==> src/rtl/icache_refill_if.sv <==
// Miss/refill bundle between fetch, the refill engine and the byte-wide RAM port.
// "slave" is the refill engine's view; "master" is the fetch/RAM environment.
interface icache_refill_if;
    logic [31:0]  missing_PC;
    logic         missing_config;
    logic [511:0] return_row;
    logic         return_config;
    logic [7:0]   mem_din;
    logic [31:0]  mem_a;
    logic         mem_wr;

    modport slave (
        input  missing_PC,
        input  missing_config,
        input  mem_din,
        output return_row,
        output return_config,
        output mem_a,
        output mem_wr
    );

    modport master (
        output missing_PC,
        output missing_config,
        output mem_din,
        input  return_row,
        input  return_config,
        input  mem_a,
        input  mem_wr
    );
endinterface

==> src/rtl/icache_refill.sv <==
// Instruction-cache line refill: reads a 64-byte line byte by byte from main RAM,
// assembles the 512-bit row and returns it with a one-cycle strobe.
module icache_refill (
    input  logic           clk,
    input  logic           rst,
    input  logic           rdy,
    icache_refill_if.slave bus
);
    localparam int LINE_BYTES = 64;

    localparam logic [1:0] IDLE = 2'd0;
    localparam logic [1:0] READ = 2'd1;
    localparam logic [1:0] DONE = 2'd2;

    logic [1:0]   state_q,  state_d;
    logic [31:0]  base_q,   base_d;
    logic [6:0]   icnt_q,   icnt_d;
    logic [5:0]   rcnt_q,   rcnt_d;
    logic         rv_q,     rv_d;
    logic [511:0] row_q,    row_d;
    logic         retCfg_q, retCfg_d;
    logic         issuing;

    assign issuing           = (state_q == READ) && (icnt_q < 7'(LINE_BYTES));
    assign bus.mem_a         = issuing ? base_q + {25'd0, icnt_q} : 32'd0;
    assign bus.mem_wr        = 1'b0;
    assign bus.return_row    = row_q;
    assign bus.return_config = retCfg_q;

    always_comb begin
        state_d  = state_q;
        base_d   = base_q;
        icnt_d   = icnt_q;
        rcnt_d   = rcnt_q;
        rv_d     = rv_q;
        row_d    = row_q;
        retCfg_d = retCfg_q;
        if (rdy) begin
            case (state_q)
                IDLE: begin
                    if (bus.missing_config) begin
                        base_d  = bus.missing_PC & 32'hFFFF_FFC0;
                        icnt_d  = 7'd0;
                        rv_d    = 1'b0;
                        state_d = READ;
                    end
                end
                READ: begin
                    if (rv_q) begin
                        row_d[{rcnt_q, 3'b000} +: 8] = bus.mem_din;
                    end
                    if (issuing) begin
                        rcnt_d = icnt_q[5:0];
                        rv_d   = 1'b1;
                        icnt_d = icnt_q + 7'd1;
                    end else begin
                        rv_d = 1'b0;
                    end
                    if (rv_q && rcnt_q == 6'd63) begin
                        retCfg_d = 1'b1;
                        state_d  = DONE;
                    end
                end
                DONE: begin
                    retCfg_d = 1'b0;
                    state_d  = IDLE;
                end
                default: state_d = IDLE;
            endcase
        end else if (state_q == READ && rv_q) begin
            // While stalled mem_din follows the held address, so the in-flight byte is re-read.
            icnt_d = {1'b0, rcnt_q};
            rv_d   = 1'b0;
        end
    end

    always_ff @(posedge clk) begin
        if (rst) begin
            state_q  <= IDLE;
            base_q   <= 32'd0;
            icnt_q   <= 7'd0;
            rcnt_q   <= 6'd0;
            rv_q     <= 1'b0;
            row_q    <= 512'd0;
            retCfg_q <= 1'b0;
        end else begin
            state_q  <= state_d;
            base_q   <= base_d;
            icnt_q   <= icnt_d;
            rcnt_q   <= rcnt_d;
            rv_q     <= rv_d;
            row_q    <= row_d;
            retCfg_q <= retCfg_d;
        end
    end
endmodule
==> src/flat_wrapper.sv <==
// flat-port wrapper written by rule: the top's interface ports become plain ports
module icache_refill_flat 
  (clk, rst, rdy, bus_missing_PC, bus_missing_config, bus_mem_din, bus_return_row, bus_return_config, bus_mem_a, bus_mem_wr);
  icache_refill_if bus_i ();
  input  logic clk;
  input  logic rst;
  input  logic rdy;
  input wire logic [$bits(bus_i.missing_PC)-1:0] bus_missing_PC;
  input wire logic [$bits(bus_i.missing_config)-1:0] bus_missing_config;
  input wire logic [$bits(bus_i.mem_din)-1:0] bus_mem_din;
  output wire logic [$bits(bus_i.return_row)-1:0] bus_return_row;
  output wire logic [$bits(bus_i.return_config)-1:0] bus_return_config;
  output wire logic [$bits(bus_i.mem_a)-1:0] bus_mem_a;
  output wire logic [$bits(bus_i.mem_wr)-1:0] bus_mem_wr;
  assign bus_i.missing_PC = bus_missing_PC;
  assign bus_i.missing_config = bus_missing_config;
  assign bus_i.mem_din = bus_mem_din;
  assign bus_return_row = bus_i.return_row;
  assign bus_return_config = bus_i.return_config;
  assign bus_mem_a = bus_i.mem_a;
  assign bus_mem_wr = bus_i.mem_wr;
  icache_refill u_core (.clk(clk), .rst(rst), .rdy(rdy), .bus(bus_i));
endmodule
==> config.mk <==
export PLATFORM = sky130hd
export DESIGN_NAME = icache_refill_flat
export DESIGN_NICKNAME = d
export VERILOG_FILES = /design/src/rtl/icache_refill_if.sv /design/src/rtl/icache_refill.sv /design/src/flat_wrapper.sv
export SDC_FILE = /design/constraint.sdc
export NUM_CORES = 1
export LEC_CHECK = 0
export CAP_MARGIN = 20
export CORE_MARGIN = 2
export CORE_UTILIZATION = 30
export DETAILED_ROUTE_END_ITERATION = 10
export SYNTH_ARGS = -nofsm -noshare
export SYNTH_HDL_FRONTEND = slang
export SYNTH_SLANG_ARGS = --single-unit
==> constraint.sdc <==
create_clock -name clk -period 4.1 [get_ports clk]
set_input_delay 0.82 -clock clk [delete_from_list [all_inputs] [get_ports clk]]
set_output_delay 0.82 -clock clk [all_outputs]
set_load 0.05 [all_outputs]
==> results by stage <==
Route:
- In this run the remaining antenna-violating nets after routing total 0.
- In the routed design, unresolved DRC markers number 0.
- The overall via count from detail_route is 18600.
- The mean number of vias per cell is 4.83.
- The per-cell routed wire length is 22.0 um.
- For this block, the initial DRC count from the detailed router was 1127.
- The detailed-router iteration count before antenna repair is 5.
- The total wirelength of the detailed-routed design is 84600 um.

Worst setup path:
- STA classifies the critical path endpoint as an output port.
- The critical path goes through ha_1 > ha_1 > and3_1 > and2_1 > nand2_1 > xor2_1 > nor2_1 > clkdlybuf4s50_1.
- Among cell families on the critical path, the largest total delay comes from buffers and inverters.
- The dominant cell type by count on the critical path is sky130_fd_sc_hd__ha_1.
- On the worst path, the slowest cell contributes a delay of 830 ps.
- STA classifies the critical path startpoint as a flop.
- STA puts the critical path data required time at 3280 ps.
- The number of buffers and inverters on the critical path is 1.
- For this design, the slowest cell found on the critical path is sky130_fd_sc_hd__clkdlybuf4s50_1.
- The kind of critical path is flop to output port.
- STA puts the critical path data arrival time at 3120 ps.
- The highest fanout seen on the critical path is 6.

Synth:
- The average footprint of a synthesized cell is 9.82 um2.
- The Yosys step of the flow raised 0 warnings.
- The main flop type after synthesis is sky130_fd_sc_hd__dfxtp_1.
- The proportion of synthesized chip area in sequential cells is 49.7%.
- The post-synthesis cell type count is 75.
- After synthesis, the share of flip-flops with an asynchronous set or reset is 0%.
- After synthesis the cells add up to 22400 um2.
- The number of register bits inferred by synthesis is 555.
- In this run, synthesis inferred 0 flip-flops with an integrated enable.
- Counting every instance in the synthesized netlist gives 2276.
- The number of nets in the synthesized netlist is 2326.

CTS:
- The H-tree was split into 2 levels.
- The TritonCTS sink count is 555.
- The longest clock path from root to sink contains 3 buffers.
- In this run, CTS created clock tree buffers numbering 61.
- For the worst-skew pair, the clock arrives at the later sink with an insertion delay of 630 ps.
- After clock tree synthesis, the clock-pin slew on the worst setup and hold paths is 60 ps.
- The buffer count from post-CTS setup fixing is 0.
- The cell sitting at the root of the clock tree is a sky130_fd_sc_hd__clkbuf_16.
- TritonCTS built the clock tree.
- The count of hold buffers inserted by post-cts repair is 0.

Layout:
- Summing all non-filler instances in the final layout gives an area of 31500 um2.
- From synthesis to final layout, the design area changed by 40.7%.
- The most frequent standard cell in the layout excluding fill and tap cells is sky130_fd_sc_hd__nand2_1.
- In the layout the commonest cells are 587 x sky130_fd_sc_hd__nand2_1, 567 x sky130_fd_sc_hd__clkdlybuf4s50_1, 555 x sky130_fd_sc_hd__dfxtp_1.
- The net count of the finished layout is 2878.
- In the final layout, the share of cells above drive strength 1 is 9.45%.

STA:
- Setup repair after global routing left no endpoint under its margin.
- Between clock sinks in the finished design, the worst skew comes to 22.3 ps.
- The minimum clock period after layout is 3940 ps.
- The fmax is 254 MHz.
- The total count of hold-check failures in the final report is 0.
- The setup-violating endpoint count in the final report is 0.
- The total negative setup slack is 0 ps.
- The worst slew margin relative to its limit is 32.0%.
- The actual transition at the worst max-transition pin is 1020 ps.
- The total count of max-transition violations in the final report is 0.
- The share of the cycle needed by the critical path after routing is 96.1%.

Placement:
- The routability congestion estimate is 0.865.
- Once placement finished, the instance area stood at 29200 um2.
- The number of buffer cells added on primary ports is 582.
- The half-perimeter wire length after placement is 60700 um.

Floorplanning:
- The floorplan step set the die width to 277 um.
- The cell row count is 100.
- The core outline area is 74100 um2.
- The I/O pin total is 590.
- The total die area is 76700 um2.
- The die extent in y is 277 um.
- For this configuration, the core starts out at a cell density of 30.2%.

Run:
- Across the run, the number of max-cap violations was 0.

GRT:
- Global routing finished with a remaining overflow of 0.
- The number of global-route vias before repair is 18800.
- The global-route usage over all layers is 21.2%.
- The first-pass GRT wire length is 123000 um.
- The number of antenna violations at the first check in global routing is 1.
- The maximum number of pins on one net before global-route repair is 166.

Min path:
- The path class of the tightest hold or removal check is flop to flop.

Power:
- Across the VDD grid, the largest voltage drop is 0.000313 V.
- The total power per unit cell area is 378 nW/um2.
- The total leakage power is 12.9 nW.

Status:
- The run finished with clean final reports.
## flip-flops by register name, summed over array words and instances, names as in the netlist
register / cells
u_core.base_q: 26
u_core.bus.return_row: 512
u_core.bus.return_config: 1
u_core.rv_q: 1
u_core.rcnt_q: 6
u_core.state_q: 2
u_core.icnt_q: 7
## stage by stage
step	power, mW	hold WS, ps	util (%)	instances	worst slack [ps]
after floorplan	5.80	440	-	2276	1030
after global placement	5.97	442	39.5	3734	474
after detailed placement	5.98	445	39.5	3734	342
after CTS	12.0	459	42.4	3846	36.5
after global routing	12.2	473	42.5	3847	8.33
final	11.9	458	42.5	3847	159
## layout make-up
class	count	area, um2
Tap cell	969	1210
Clock inverter	30	460
Multi-Input combinational cell	1558	10600
Timing Repair Buffer	640	6290
Clock buffer	82	1760
Inverter	12	52.6
Antenna cell	1	2.50
Fill cell	7047	42600
Sequential cell	555	11100
## Yosys cell counts (4+ instances only)
master	n	area share, %
sky130_fd_sc_hd__nand2_2	7	0.20
sky130_fd_sc_hd__and2_1	5	0.14
sky130_fd_sc_hd__nand2_1	588	9.9
sky130_fd_sc_hd__nor4_4	4	0.38
sky130_fd_sc_hd__nor4_1	7	0.20
sky130_fd_sc_hd__buf_6	8	0.40
sky130_fd_sc_hd__buf_2	16	0.36
sky130_fd_sc_hd__or3_1	5	0.14
sky130_fd_sc_hd__inv_1	12	0.20
sky130_fd_sc_hd__nand4_1	12	0.34
sky130_fd_sc_hd__and3_1	20	0.56
sky130_fd_sc_hd__buf_1	4	0.067
sky130_fd_sc_hd__nand4_4	6	0.57
sky130_fd_sc_hd__nand2b_1	12	0.34
sky130_fd_sc_hd__xor2_1	9	0.35
sky130_fd_sc_hd__nand3_2	6	0.27
sky130_fd_sc_hd__xnor2_1	18	0.71
sky130_fd_sc_hd__clkbuf_1	119	2.0
sky130_fd_sc_hd__o21ai_0	29	0.65
sky130_fd_sc_hd__a21oi_1	58	1.3
sky130_fd_sc_hd__or2_2	18	0.50
sky130_fd_sc_hd__mux2i_1	476	21
sky130_fd_sc_hd__buf_4	4	0.13
sky130_fd_sc_hd__nor4b_1	5	0.20
sky130_fd_sc_hd__nor2_1	88	1.5
sky130_fd_sc_hd__nor3_4	11	0.80
sky130_fd_sc_hd__ha_1	6	0.34
sky130_fd_sc_hd__dfxtp_1	555	50
sky130_fd_sc_hd__nand3_4	20	1.6
sky130_fd_sc_hd__nand3_1	61	1.4
sky130_fd_sc_hd__nor3_1	12	0.27
sky130_fd_sc_hd__nor2b_1	7	0.20
sky130_fd_sc_hd__or4_1	5	0.17
## final timing paths
path / start / endpoint / slack [ps] / cells after the start
max reg2reg: u_core.rcnt_q[1]$_SDFFE_PP0P_ / u_core.bus.return_row[187]$_SDFFE_PP0P_ / 530 / 7
min: u_core.bus.return_row[233]$_SDFFE_PP0P_ / u_core.bus.return_row[233]$_SDFFE_PP0P_ / 460 / 2
max: u_core.icnt_q[6]$_SDFFE_PP0P_ / bus_mem_a[14] / 160 / 8
min reg2reg: u_core.bus.return_row[233]$_SDFFE_PP0P_ / u_core.bus.return_row[233]$_SDFFE_PP0P_ / 460 / 2
## what timing repair did
item                                   CTS  global route
resized for setup                        8            15
endpoints found under the hold margin    0             0
cloned                                   0             0
setup endpoints to repair                8            29
## power breakdown
part | internal, mW | leakage, nW | switching (mW) | total (mW)
registers | 5.41 | 4.47 | 0.0198 | 5.43
clock network | 3.69 | 1.08 | 2.34 | 6.03
logic | 0.106 | 7.36 | 0.322 | 0.428
## per-layer routing
metal	track usage, %	wire [um]	vias up
met1	25.5	35400	9016
met3	6.02	5740	144
met2	35.9	40600	579
met5	0	0	-
met4	7.68	2830	0
li1	-	-	8830
## worst register-to-register path, stage by stage (launching register included)
cell	delay (ps)
sky130_fd_sc_hd__dfxtp_1	560
sky130_fd_sc_hd__inv_1	180
sky130_fd_sc_hd__ha_1	380
sky130_fd_sc_hd__xor2_1	620
sky130_fd_sc_hd__o2111ai_2	540
sky130_fd_sc_hd__nor3_2	520
sky130_fd_sc_hd__nand2_1	430
sky130_fd_sc_hd__mux2i_1	220
## cell families (layout without fill, tap and decap cells)
group           after synthesis  count (layout)  synth area share, %
xor+xnor                     27              27                 1.06
buf+inv                     163             764                 3.16
mux                         478             478                 21.4
simple gates                922             922                 20.6
compound gates              124             124                 3.72
flops                       555             555                 49.7
other cells                   1               2               0.0168
fa+ha+maj                     6               6                0.336
(Power assumes the default switching activity.)
